[config.mk]
export PLATFORM = sky130hd
export DESIGN_NAME = cache_mem_arbiter_flat
export DESIGN_NICKNAME = d
export VERILOG_FILES = /design/src/rtl/cache_mem_arb_pkg.sv /design/src/rtl/cache_mem_arbiter_if.sv /design/src/rtl/cache_mem_arb_word_cnt.sv /design/src/rtl/cache_mem_arbiter.sv /design/src/flat_wrapper.sv
export SDC_FILE = /design/constraint.sdc
export NUM_CORES = 1
export LEC_CHECK = 0
export CORE_MARGIN = 2
export CORE_UTILIZATION = 44
export DETAILED_ROUTE_END_ITERATION = 8
export PLACE_DENSITY = 0.81
export SETUP_SLACK_MARGIN = 0.4
export SLEW_MARGIN = 20
export SYNTH_ARGS = -nofsm -noshare
export SYNTH_HDL_FRONTEND = slang
export SYNTH_SLANG_ARGS = --single-unit
[constraint.sdc]
create_clock -name clk -period 2.2 [get_ports clk]
set_clock_uncertainty 0.2 [all_clocks]
set_input_delay 0.44 -clock clk [delete_from_list [all_inputs] [get_ports clk]]
set_output_delay 0.44 -clock clk [all_outputs]
set_load 0.05 [all_outputs]
[src/rtl/cache_mem_arb_pkg.sv]
// Shared types and constants for the I/D cache miss-fill memory arbiter.
// Holds the arbiter state enum, the default block geometry and memory latency,
// and the mask that reduces a byte address to its 16-byte block base.
package cache_mem_arb_pkg;

   localparam int unsigned ADDR_W        = 16;
   localparam int unsigned DATA_W        = 16;
   localparam int unsigned CNT_W         = 3;
   localparam int unsigned BLK_WORDS_DEF = 8;
   localparam int unsigned MEM_LAT_DEF   = 4;

   localparam logic [ADDR_W-1:0] BLK_MASK = 16'hFFF0;

   typedef enum logic [1:0] {
      ST_IDLE  = 2'd0,
      ST_WRITE = 2'd1,
      ST_FILL  = 2'd2,
      ST_DONE  = 2'd3
   } arb_state_e;

endpackage

[src/rtl/cache_mem_arbiter_if.sv]
// Cache/memory side bundle of the miss-fill arbiter.
// slave  : arbiter view (takes cache requests and memory returns, drives the rest).
// master : environment view (caches plus main memory).
interface cache_mem_arbiter_if;
   import cache_mem_arb_pkg::*;

   logic              i_req;
   logic [ADDR_W-1:0] i_addr;
   logic              d_req;
   logic [ADDR_W-1:0] d_addr;
   logic              d_wr;
   logic [DATA_W-1:0] d_wdata;
   logic [DATA_W-1:0] mem_rdata;
   logic              mem_rvalid;

   logic              mem_en;
   logic              mem_wr;
   logic [ADDR_W-1:0] mem_addr;
   logic [DATA_W-1:0] mem_wdata;
   logic              fill_valid;
   logic              fill_to_d;
   logic [CNT_W-1:0]  fill_word;
   logic [DATA_W-1:0] fill_data;
   logic              i_busy;
   logic              d_busy;
   logic              i_done;
   logic              d_done;
   logic              wr_done;

   modport slave (
      input  i_req, i_addr, d_req, d_addr, d_wr, d_wdata, mem_rdata, mem_rvalid,
      output mem_en, mem_wr, mem_addr, mem_wdata, fill_valid, fill_to_d, fill_word,
             fill_data, i_busy, d_busy, i_done, d_done, wr_done
   );

   modport master (
      output i_req, i_addr, d_req, d_addr, d_wr, d_wdata, mem_rdata, mem_rvalid,
      input  mem_en, mem_wr, mem_addr, mem_wdata, fill_valid, fill_to_d, fill_word,
             fill_data, i_busy, d_busy, i_done, d_done, wr_done
   );

endinterface

[src/rtl/cache_mem_arb_word_cnt.sv]
// Block word counter: wraps from LAST back to 0.
// Ports: clk, rst_n (sync, active-low), en_i (advance), clr_i (to 0, wins over en_i),
//        cnt_o (current index), last_o (cnt_o == LAST, registered alongside the count).
module cache_mem_arb_word_cnt
   import cache_mem_arb_pkg::*;
#(
   parameter logic [CNT_W-1:0] LAST = CNT_W'(BLK_WORDS_DEF - 1)
) (
   input  logic             clk,
   input  logic             rst_n,
   input  logic             en_i,
   input  logic             clr_i,
   output logic [CNT_W-1:0] cnt_o,
   output logic             last_o
);

   logic [CNT_W-1:0] cnt_q, cnt_d;
   logic             last_q;

   // Next count
   always_comb begin
      cnt_d = cnt_q;
      if (clr_i) begin
         cnt_d = '0;
      end else if (en_i) begin
         cnt_d = (cnt_q == LAST) ? '0 : cnt_q + CNT_W'(1);
      end
   end

   // last is precomputed from cnt_d so it stays a flop output
   always_ff @(posedge clk) begin
      if (!rst_n) begin
         cnt_q  <= '0;
         last_q <= (LAST == '0);
      end else begin
         cnt_q  <= cnt_d;
         last_q <= (cnt_d == LAST);
      end
   end

   assign cnt_o  = cnt_q;
   assign last_o = last_q;

endmodule

[src/rtl/cache_mem_arbiter.sv]
// Shares one main-memory port between I-cache fills, D-cache fills and D-cache
// write-through stores.
// Ports: clk, rst_n (sync, active-low), bus_io (slave modport: cache requests,
//        memory return in; memory strobe/address/data, fill stream, busy and
//        done pulses out). Every bus_io output is a flop.
module cache_mem_arbiter
   import cache_mem_arb_pkg::*;
#(
   parameter int unsigned MEM_LAT   = MEM_LAT_DEF,
   parameter int unsigned BLK_WORDS = BLK_WORDS_DEF
) (
   input  logic                clk,
   input  logic                rst_n,
   cache_mem_arbiter_if.slave  bus_io
);

   localparam logic [CNT_W-1:0] LAST_WORD = CNT_W'(BLK_WORDS - 1);
   // Returns are expected from a pipelined memory; a zero-latency part is not supported
   localparam bit               LAT_OK    = (MEM_LAT != 0);

   arb_state_e        state_q;
   logic              last_d_q, to_d_q, ret_all_q;
   logic [ADDR_W-1:0] base_q;
   logic              mem_en_q, mem_wr_q, fill_valid_q, fill_to_d_q;
   logic [ADDR_W-1:0] mem_addr_q;
   logic [DATA_W-1:0] mem_wdata_q, fill_data_q;
   logic [CNT_W-1:0]  fill_word_q;
   logic              i_busy_q, d_busy_q, i_done_q, d_done_q, wr_done_q;

   logic              d_any_c, pick_i_c, pick_wr_c, pick_df_c;
   logic              cnt_clr_c, iss_en_c, ret_en_c;
   logic [CNT_W-1:0]  iss_cnt, ret_cnt, iss_nxt_c;
   logic              iss_last, ret_last;

   // Grant selection and counter controls
   always_comb begin
      d_any_c   = bus_io.d_wr || bus_io.d_req;
      // I wins over a pending D only when D had the previous grant
      pick_i_c  = bus_io.i_req && (!d_any_c || last_d_q);
      pick_wr_c = !pick_i_c && bus_io.d_wr;
      pick_df_c = !pick_i_c && !bus_io.d_wr && bus_io.d_req;
      cnt_clr_c = (state_q == ST_IDLE);
      iss_en_c  = (state_q == ST_FILL) && mem_en_q && !iss_last;
      ret_en_c  = (state_q == ST_FILL) && bus_io.mem_rvalid && !ret_all_q && LAT_OK;
      iss_nxt_c = iss_cnt + CNT_W'(1);
   end

   cache_mem_arb_word_cnt #(.LAST(LAST_WORD)) u_iss_cnt (
      .clk    (clk),
      .rst_n  (rst_n),
      .en_i   (iss_en_c),
      .clr_i  (cnt_clr_c),
      .cnt_o  (iss_cnt),
      .last_o (iss_last)
   );

   cache_mem_arb_word_cnt #(.LAST(LAST_WORD)) u_ret_cnt (
      .clk    (clk),
      .rst_n  (rst_n),
      .en_i   (ret_en_c),
      .clr_i  (cnt_clr_c),
      .cnt_o  (ret_cnt),
      .last_o (ret_last)
   );

   // Arbiter FSM with registered outputs
   always_ff @(posedge clk) begin
      if (!rst_n) begin
         state_q      <= ST_IDLE;
         last_d_q     <= 1'b0;
         to_d_q       <= 1'b0;
         ret_all_q    <= 1'b0;
         base_q       <= '0;
         mem_en_q     <= 1'b0;
         mem_wr_q     <= 1'b0;
         mem_addr_q   <= '0;
         mem_wdata_q  <= '0;
         fill_valid_q <= 1'b0;
         fill_to_d_q  <= 1'b0;
         fill_word_q  <= '0;
         fill_data_q  <= '0;
         i_busy_q     <= 1'b0;
         d_busy_q     <= 1'b0;
         i_done_q     <= 1'b0;
         d_done_q     <= 1'b0;
         wr_done_q    <= 1'b0;
      end else begin
         mem_en_q     <= 1'b0;
         mem_wr_q     <= 1'b0;
         fill_valid_q <= 1'b0;
         i_done_q     <= 1'b0;
         d_done_q     <= 1'b0;
         wr_done_q    <= 1'b0;
         case (state_q)
            ST_IDLE: begin
               if (pick_wr_c) begin
                  state_q     <= ST_WRITE;
                  mem_en_q    <= 1'b1;
                  mem_wr_q    <= 1'b1;
                  mem_addr_q  <= bus_io.d_addr;
                  mem_wdata_q <= bus_io.d_wdata;
                  wr_done_q   <= 1'b1;
                  d_busy_q    <= 1'b1;
                  last_d_q    <= 1'b1;
               end else if (pick_df_c) begin
                  state_q    <= ST_FILL;
                  mem_en_q   <= 1'b1;
                  mem_addr_q <= bus_io.d_addr & BLK_MASK;
                  base_q     <= bus_io.d_addr & BLK_MASK;
                  to_d_q     <= 1'b1;
                  d_busy_q   <= 1'b1;
                  last_d_q   <= 1'b1;
               end else if (pick_i_c) begin
                  state_q    <= ST_FILL;
                  mem_en_q   <= 1'b1;
                  mem_addr_q <= bus_io.i_addr & BLK_MASK;
                  base_q     <= bus_io.i_addr & BLK_MASK;
                  to_d_q     <= 1'b0;
                  i_busy_q   <= 1'b1;
                  last_d_q   <= 1'b0;
               end
            end
            ST_WRITE: begin
               state_q  <= ST_IDLE;
               d_busy_q <= 1'b0;
            end
            ST_FILL: begin
               // word 0 went out with the grant; issue the rest back to back
               if (iss_en_c) begin
                  mem_en_q   <= 1'b1;
                  mem_addr_q <= base_q + ADDR_W'({iss_nxt_c, 1'b0});
               end
               if (ret_en_c) begin
                  fill_valid_q <= 1'b1;
                  fill_to_d_q  <= to_d_q;
                  fill_word_q  <= ret_cnt;
                  fill_data_q  <= bus_io.mem_rdata;
                  if (ret_last) begin
                     ret_all_q <= 1'b1;
                  end
               end
               // done follows the cycle that presents the last fill word
               if (ret_all_q) begin
                  state_q  <= ST_DONE;
                  i_done_q <= !to_d_q;
                  d_done_q <= to_d_q;
               end
            end
            ST_DONE: begin
               state_q   <= ST_IDLE;
               ret_all_q <= 1'b0;
               i_busy_q  <= 1'b0;
               d_busy_q  <= 1'b0;
            end
            default: state_q <= ST_IDLE;
         endcase
      end
   end

   assign bus_io.mem_en     = mem_en_q;
   assign bus_io.mem_wr     = mem_wr_q;
   assign bus_io.mem_addr   = mem_addr_q;
   assign bus_io.mem_wdata  = mem_wdata_q;
   assign bus_io.fill_valid = fill_valid_q;
   assign bus_io.fill_to_d  = fill_to_d_q;
   assign bus_io.fill_word  = fill_word_q;
   assign bus_io.fill_data  = fill_data_q;
   assign bus_io.i_busy     = i_busy_q;
   assign bus_io.d_busy     = d_busy_q;
   assign bus_io.i_done     = i_done_q;
   assign bus_io.d_done     = d_done_q;
   assign bus_io.wr_done    = wr_done_q;

endmodule

[src/flat_wrapper.sv]
// flat-port wrapper written by rule: the top's interface ports become plain ports
module cache_mem_arbiter_flat import cache_mem_arb_pkg::*;
#(
   parameter int unsigned MEM_LAT   = MEM_LAT_DEF,
   parameter int unsigned BLK_WORDS = BLK_WORDS_DEF
)
  (clk, rst_n, bus_io_i_req, bus_io_i_addr, bus_io_d_req, bus_io_d_addr, bus_io_d_wr, bus_io_d_wdata, bus_io_mem_rdata, bus_io_mem_rvalid, bus_io_mem_en, bus_io_mem_wr, bus_io_mem_addr, bus_io_mem_wdata, bus_io_fill_valid, bus_io_fill_to_d, bus_io_fill_word, bus_io_fill_data, bus_io_i_busy, bus_io_d_busy, bus_io_i_done, bus_io_d_done, bus_io_wr_done);
  cache_mem_arbiter_if bus_io_i ();
  input  logic clk;
  input  logic rst_n;
  input wire logic [$bits(bus_io_i.i_req)-1:0] bus_io_i_req;
  input wire logic [$bits(bus_io_i.i_addr)-1:0] bus_io_i_addr;
  input wire logic [$bits(bus_io_i.d_req)-1:0] bus_io_d_req;
  input wire logic [$bits(bus_io_i.d_addr)-1:0] bus_io_d_addr;
  input wire logic [$bits(bus_io_i.d_wr)-1:0] bus_io_d_wr;
  input wire logic [$bits(bus_io_i.d_wdata)-1:0] bus_io_d_wdata;
  input wire logic [$bits(bus_io_i.mem_rdata)-1:0] bus_io_mem_rdata;
  input wire logic [$bits(bus_io_i.mem_rvalid)-1:0] bus_io_mem_rvalid;
  output wire logic [$bits(bus_io_i.mem_en)-1:0] bus_io_mem_en;
  output wire logic [$bits(bus_io_i.mem_wr)-1:0] bus_io_mem_wr;
  output wire logic [$bits(bus_io_i.mem_addr)-1:0] bus_io_mem_addr;
  output wire logic [$bits(bus_io_i.mem_wdata)-1:0] bus_io_mem_wdata;
  output wire logic [$bits(bus_io_i.fill_valid)-1:0] bus_io_fill_valid;
  output wire logic [$bits(bus_io_i.fill_to_d)-1:0] bus_io_fill_to_d;
  output wire logic [$bits(bus_io_i.fill_word)-1:0] bus_io_fill_word;
  output wire logic [$bits(bus_io_i.fill_data)-1:0] bus_io_fill_data;
  output wire logic [$bits(bus_io_i.i_busy)-1:0] bus_io_i_busy;
  output wire logic [$bits(bus_io_i.d_busy)-1:0] bus_io_d_busy;
  output wire logic [$bits(bus_io_i.i_done)-1:0] bus_io_i_done;
  output wire logic [$bits(bus_io_i.d_done)-1:0] bus_io_d_done;
  output wire logic [$bits(bus_io_i.wr_done)-1:0] bus_io_wr_done;
  assign bus_io_i.i_req = bus_io_i_req;
  assign bus_io_i.i_addr = bus_io_i_addr;
  assign bus_io_i.d_req = bus_io_d_req;
  assign bus_io_i.d_addr = bus_io_d_addr;
  assign bus_io_i.d_wr = bus_io_d_wr;
  assign bus_io_i.d_wdata = bus_io_d_wdata;
  assign bus_io_i.mem_rdata = bus_io_mem_rdata;
  assign bus_io_i.mem_rvalid = bus_io_mem_rvalid;
  assign bus_io_mem_en = bus_io_i.mem_en;
  assign bus_io_mem_wr = bus_io_i.mem_wr;
  assign bus_io_mem_addr = bus_io_i.mem_addr;
  assign bus_io_mem_wdata = bus_io_i.mem_wdata;
  assign bus_io_fill_valid = bus_io_i.fill_valid;
  assign bus_io_fill_to_d = bus_io_i.fill_to_d;
  assign bus_io_fill_word = bus_io_i.fill_word;
  assign bus_io_fill_data = bus_io_i.fill_data;
  assign bus_io_i_busy = bus_io_i.i_busy;
  assign bus_io_d_busy = bus_io_i.d_busy;
  assign bus_io_i_done = bus_io_i.i_done;
  assign bus_io_d_done = bus_io_i.d_done;
  assign bus_io_wr_done = bus_io_i.wr_done;
  cache_mem_arbiter #(.MEM_LAT(MEM_LAT), .BLK_WORDS(BLK_WORDS)) u_core (.clk(clk), .rst_n(rst_n), .bus_io(bus_io_i));
endmodule
==> results of run 1 <==
[per-stage QoR]
stage	hold WS (ps)	instance area [µm²]	instances	power [µW]	util (%)
6_report	257.6	5330	652	4083	68.98
5_1_grt	282.3	5330	652	4243	68.98
4_1_cts	259.7	5258	647	4075	68.04
3_5_place_dp	247.0	4912	630	2834	63.57
3_3_place_gp	240.6	4912	630	2810	63.57
2_1_floorplan	226.6	3532	414	2420	-
[layout make-up]
class,instances,area [µm²],share of cell area (%)
Inverter,2,7.507,0.1408
Tap cell,102,127.6,2.394
Clock buffer,10,137.6,2.582
Sequential cell,84,1685,31.62
Timing Repair Buffer,154,1578,29.60
Clock inverter,6,95.09,1.784
Multi-Input combinational cell,294,1699,31.88
[power breakdown]
group | switching [µW] | internal, µW
Combinational | 665 | 446
Clock | 574 | 680
Sequential | 79.3 | 1640
[logic make-up after synthesis]
logic type	count (synthesis)	synth area share, %
AO/OA/AOI/OAI	109	20.65
buffers and inverters	36	5.216
adder cells (fa/ha/maj)	4	1.420
multiplexers	12	3.407
AND/OR/NAND/NOR	169	21.61
flip-flops	84	47.69
[flip-flops by register name (all words and copies together), names as in the netlist, 2 cells and up]
register / flops
u_core.bus_io.mem_addr: 16
u_core.state_q: 2
u_core.bus_io.mem_wdata: 16
u_core.bus_io.fill_data: 16
u_core.base_q: 12
u_core.bus_io.fill_word: 3
u_core.u_iss_cnt.cnt_o: 3
u_core.u_ret_cnt.cnt_o: 3
[layer usage]
layer / GRT usage (%) / wire, µm
met1: 27.98 / 4174
met3: 4.271 / 537
met4: 11.64 / 240
met5: 0 / 0
met2: 37.59 / 4755
[cell usage after synthesis (2+ instances only)]
cell	instances	area share (%)
buf_6	3	0.96
o211ai_1	13	2.8
ha_1	4	1.4
a211oi_1	17	3.6
o21ai_0	12	1.7
clkbuf_1	18	1.9
a221oi_1	3	0.75
nand3b_1	2	0.43
nand3_1	16	2.3
nor2_1	31	3.3
nor3_1	8	1.1
buf_1	2	0.21
buf_4	5	1.1
o21a_1	3	0.64
a21oi_1	46	6.5
nand4bb_1	2	0.64
dfxtp_1	84	48
a211oi_2	8	2.8
buf_2	6	0.85
mux2i_1	12	3.4
nand2_1	88	9.4
and2_1	16	2.8
[how the worst min path moves through the flow]
stage / end / cells after the start / start / slack (ps)
2_1_floorplan: u_core.bus_io.i_done / 1 / u_core.to_d_q / 230
4_1_cts: u_core.bus_io.fill_data[13] / 2 / u_core.bus_io.fill_data[13] / 260
3_3_place_gp: u_core.bus_io.mem_wdata[11] / 2 / u_core.bus_io.mem_wdata[11] / 240
6_report: u_core.bus_io.fill_data[6] / 2 / u_core.bus_io.fill_data[6] / 260
3_5_place_dp: u_core.bus_io.fill_data[13] / 2 / u_core.bus_io.fill_data[13] / 250
5_1_grt: u_core.bus_io.fill_data[6] / 2 / u_core.bus_io.fill_data[6] / 280
[placed cells by master, fill, tap and decap left out, types with 3 or more instances in the layout]
cell / Yosys / final
nor2_1: 31 / 30
buf_4: 5 / 26
clkdlybuf4s15_2: 0 / 55
o211ai_1: 13 / 13
buf_6: 3 / 4
ha_1: 4 / 4
dfxtp_1: 84 / 81
o21a_1: 3 / 3
a211oi_2: 8 / 9
a211oi_1: 17 / 16
o21ai_0: 12 / 12
nand3_1: 16 / 16
nor3_1: 8 / 7
a21oi_1: 46 / 46
clkbuf_8: 0 / 10
a221oi_1: 3 / 3
clkdlybuf4s50_1: 0 / 62
dlymetal6s2s_1: 0 / 3
and2_1: 16 / 16
dfxtp_2: 0 / 3
nand2_1: 88 / 88
mux2i_1: 12 / 11
[what timing repair did]
action,in CTS,in global routing
endpoints found under the setup margin,99,49
gates cloned,0,1
setup buffers,1,4
pin swaps,1,3
gates resized for setup,176,14
==> flow_summary_export.csv, run 1 <==
group,metric,value,unit
outcome,status,"complete, no violations",
final_layout,flow.area_growth_from_synthesis,51.17,%
drt,wl_per_cell,14.89,µm
cts,cts_tree,"done",
synthesis,yosys.cell_types.count,37,
final_layout,final_layout_size_suffix_gt1_share,23.09,%
sta,setup_violators_final,0,
sta,finalHoldViolCount,0,
placed_design,placement.setup.worst_slack,-26.41,ps
die,num_io_pins,130,
sta,period_needed,1766,ps
critical_path,timing.critical_path.to,"bus_io_d_busy",
critical_path,critical_path_cell_count,1,
sta,final_max_slew_viol_count,0,
drt,drt-total-wl,9708,µm
cts,cts_inserted_buffers,9,
die,initial_utilization,45.63,%
cts,post_cts_clock_slew_at_the_launch_and_capture_registers_of_the_worst_setup_and_hold_paths,90,ps
pwr,worst_ir_drop_vdd,0.3744,mV
critical_path,timing_worst_setup_path_type,"reg -> out",
critical_path,cp_cell_sequence,"clkdlybuf4s18_2",
die,design.core.area,7727,µm²
critical_path,crit_path_max_fanout,2,
critical_path,worstPathRequired,1560,ps
cts,clock_sink_count,84,
sta,worstMarginPinSlew,433.1,ps
cts,cts_max_path_buffers,2,
hold_path,hold_class,"reg -> reg",
synthesis,post_synth_inst_count,414,
final_layout,antenna-diode-count,0,
global_routing,grt_max_degree,43,
drt,first_iter_violations,121,
drt,post_drt_via_cell_ratio,5.195,
pwr,p_leak,0.002010,µW
die,dieArea,8745,µm²
synthesis,avgSynthCellArea,8.517,µm²
synthesis,yosysWarnings,0,
sta,fin_crit_sh,80.26,%
synthesis,synth_async_sr_flop_share,0,%
critical_path,start_kind,"flip-flop",
sta,fmax,566.3,MHz
critical_path,crit_start,"u_core.bus_io.d_busy",
flow_run,timing.max_cap.violations,0,
cts,clockRootBuffer,"clkbuf_8",
drt,via_count,3387,
sta,tns,0,ps
synthesis,ys_seq_area_share,47.69,%
final_layout,fillers,579,
critical_path,top_cell_family_by_delay_on_the_critical_path,"flip-flops",
critical_path,ff2ff_setup_slack,480,ps
cts,clkLatencyLatePin,350,ps
cts,htreeDepth,3,
global_routing,antenna_found_initial,0,
critical_path,worstReg2RegStart,"u_core.state_q[1]",
critical_path,worst_path_slowest_cell,"dfxtp_1",
drt,postRouteAntennaNets,0,
sta,timing.final.ws_setup,434.2,ps
die,fp.dieW,93.52,µm
critical_path,critical_path.endpoint_type,"output pin",
sta,maxSlewHeadroom,71.13,%
pwr,pwr_density_cell,766.1,nW/µm²
synthesis,yosys_register_bits,84,
die,die_height,93.52,µm
drt,first_pass_iters,4,
critical_path,regToRegEndpoint,"u_core.base_q[11]",
critical_path,critPathArrivalTime,1130,ps
global_routing,grt.overflow.total,0,
synthesis,syn_area,3526,µm²
placed_design,port-buffer-count,125,
placed_design,routabilityCongestion,0.8195,
die,placementRows,32,
critical_path,worst_path_largest_cell_delay,390,ps
critical_path,ff2ff_path_depth,5,
global_routing,first_global_vias,3282,
final_layout,design.final.nets,619,
synthesis,synth_enable_flop_cells,0,
sta,rsz0062_at_grt,"no",
critical_path,worst-path-buf-inv,1,
cts,cts.hold.buffers_added,0,
placed_design,dpl.hpwl,7026,µm
synthesis,synth.net_count,488,
synthesis,postSynth.topFlopCell,"dfxtp_1",
global_routing,grt_pass1_wl,15600,µm
drt,drcViolationCount,0,
global_routing,grt_usage,22.67,%
Note: power is estimated with default switching activity, not from simulation.
==> run 2: changes to the inputs <==
==> constraint.sdc (replaced) <==
create_clock -name clk -period 1.8 [get_ports clk]
set_clock_uncertainty 0.2 [all_clocks]
set_input_delay 0.36 -clock clk [delete_from_list [all_inputs] [get_ports clk]]
set_output_delay 0.36 -clock clk [all_outputs]
set_load 0.05 [all_outputs]
==> run 2 against run 1 <==
Against the previous run: worst hold slack improved by 22 ps; global-route usage up 6.3 points; first-iteration DRC count rose to 2.8 times the previous value; sequential cell count unchanged; clock power increased by 24%; utilization grew 20 points; power is 43% higher; die area unchanged; via count is 25% higher; critical path type is now reg -> reg; register-to-register slack worse by 430 ps.
==> flow_summary_export.csv, run 2 (synthesized netlist as in run 1, its figures left out) <==
group,metric,value,unit
outcome,status,"complete, no violations",
final_layout,flow.area_growth_from_synthesis,95.71,%
die,fp.dieW,93.52,µm
die,die_height,93.52,µm
pwr,worst_ir_drop_vdd,0.8151,mV
hold_path,hold_class,"reg -> reg",
sta,fin_crit_sh,97.49,%
global_routing,grt_usage,28.92,%
critical_path,timing_worst_setup_path_type,"reg -> reg",
cts,post_cts_clock_slew_at_the_launch_and_capture_registers_of_the_worst_setup_and_hold_paths,100,ps
final_layout,design.final.nets,667,
placed_design,port-buffer-count,125,
pwr,pwr_density_cell,844.4,nW/µm²
sta,rsz0062_at_grt,"yes",
die,design.core.area,7727,µm²
cts,clockRootBuffer,"clkbuf_8",
drt,first_iter_violations,340,
sta,worstMarginPinSlew,352.6,ps
final_layout,antenna-diode-count,0,
critical_path,critical_path.endpoint_type,"flip-flop",
placed_design,dpl.hpwl,7037,µm
final_layout,final_cell_mix,"clkdlybuf4s50_1, dfxtp_2, nand2_1",
cts,cts_tree,"done",
placed_design,placed_cells_incl_taps,640,
sta,fmax,569.9,MHz
final_layout,final_cell_count_no_fill,700,
global_routing,grt_max_degree,31,
global_routing,grt_pass1_wl,19740,µm
drt,post_drt_via_cell_ratio,6.070,
critical_path,start_kind,"flip-flop",
critical_path,critPathArrivalTime,1800,ps
final_layout,layout_commonest_cell,"clkdlybuf4s50_1",
cts,cts_inserted_buffers,9,
global_routing,grt.overflow.total,0,
global_routing,first_global_vias,4057,
sta,setup_violators_final,0,
drt,postRouteAntennaNets,0,
cts,cts_max_path_buffers,2,
sta,tns,0,ps
drt,first_pass_iters,7,
placed_design,routabilityCongestion,0.7447,
final_layout,final_layout_size_suffix_gt1_share,57.53,%
cts,clkLatencyLatePin,360,ps
drt,wl_per_cell,23.44,µm
placed_design,detailed_place.area,5155,µm²
sta,final_max_slew_viol_count,0,
global_routing,antenna_found_initial,0,
die,dieArea,8745,µm²
pwr,p_leak,0.002813,µW
die,initial_utilization,45.63,%
cts,htreeDepth,3,
drt,via_count,4249,
flow_run,timing.max_cap.violations,0,
critical_path,crit_path_max_fanout,6,
sta,maxSlewHeadroom,76.35,%
final_layout,postLayoutCellArea,6900,µm²
sta,period_needed,1755,ps
pwr,total_power,5827,µW
drt,drt-total-wl,16410,µm
cts,clock_sink_count,84,
die,placementRows,32,
drt,drcViolationCount,0,
cts,cts.hold.buffers_added,0,
critical_path,worstPathRequired,1850,ps
sta,finalHoldViolCount,0,
die,num_io_pins,130,
[run 2: cell types whose count changed in the layout (fill, tap and decap cells not counted), sizes merged]
cell	previous run	this run
dlymetal6s2s	3	0
clkinv	1	0
buf	32	133
clkdlybuf4s18	2	0
clkdlybuf4s50	62	61
clkbuf	10	15
clkdlybuf4s15	55	2
dlygate4sd2	0	2
[run 2: path summary, 6_finish.rpt]
kind | from | endpoint | slack, ps | cells past startpoint
max | u_core.state_q[1] | u_core.base_q[12] | 50 | 6
min reg2reg | u_core.bus_io.mem_wdata[6] | u_core.bus_io.mem_wdata[6] | 280 | 2
max reg2reg | u_core.state_q[1] | u_core.base_q[12] | 50 | 6
min | u_core.bus_io.mem_wdata[6] | u_core.bus_io.mem_wdata[6] | 280 | 2
[run 2: routing by layer]
| metal | vias to the layer above | track usage, % | share of wire [%] | wire [µm] |
|---|---|---|---|---|
| met3 | 92 | 5.963 | 8.5 | 1400 |
| met1 | 2027 | 32.40 | 35 | 5790 |
| met2 | 337 | 52.04 | 50 | 8182 |
| li1 | 1793 | - | - | - |
| met4 | 0 | 13.73 | 6.3 | 1033 |
| met5 | - | 0 | 0 | 0 |
[run 2: layout make-up]
cell class              count  area (µm²)
clock inverters             5       83.83
fillers                   278       827.0
multi-input cells         294        2275
repair buffers            202        2492
clock buffers              11       131.4
well taps                 102       127.6
flip-flops and latches     84        1783
inverters                   2       7.507
[run 2: through the flow]
| step | hold slack [ps] | setup WS (ps) | util (%) |
|---|---|---|---|
| after floorplan | 226.6 | 154.9 | - |
| after global placement | 243.2 | -311.4 | 66.71 |
| after detailed placement | 247.8 | -373.4 | 66.71 |
| after CTS | 266.1 | 246.0 | 79.92 |
| after global routing | 293.0 | 37.44 | 89.30 |
| final | 279.7 | 45.15 | 89.30 |
[run 2: worst max-delay path: stages, from the launching register on]
cell,delay (ps)
dfxtp_4,380
or2_4,290
nor3_4,150
buf_4,160
buf_16,120
nor2_2,40
a211oi_2,280
[run 2: power by group]
group	switching (µW)	leakage (µW)	internal [µW]	total (µW)
Combinational	1100	0.00200	990	2090
Clock	763	0.000100	790	1550
Sequential	159	0.000717	2020	2180
[run 2: what timing repair did]
action / CTS / global route
resized for setup: 196 / 133
buffers inserted: 22 / 14
gates cloned: 3 / 5
endpoints found under the setup margin: 143 / 140
pin swaps: 20 / 65
==> run 3: changes to the inputs <==
--- a/config.mk
+++ b/config.mk
@@ -7,6 +7,7 @@
 export LEC_CHECK = 0
 export CORE_MARGIN = 2
 export CORE_UTILIZATION = 44
+export CTS_CLUSTER_SIZE = 14
 export DETAILED_ROUTE_END_ITERATION = 8
 export PLACE_DENSITY = 0.81
 export SETUP_SLACK_MARGIN = 0.4
==> results of run 3 <==
The final DEF is identical to that of run 2; final timing and power are the same.
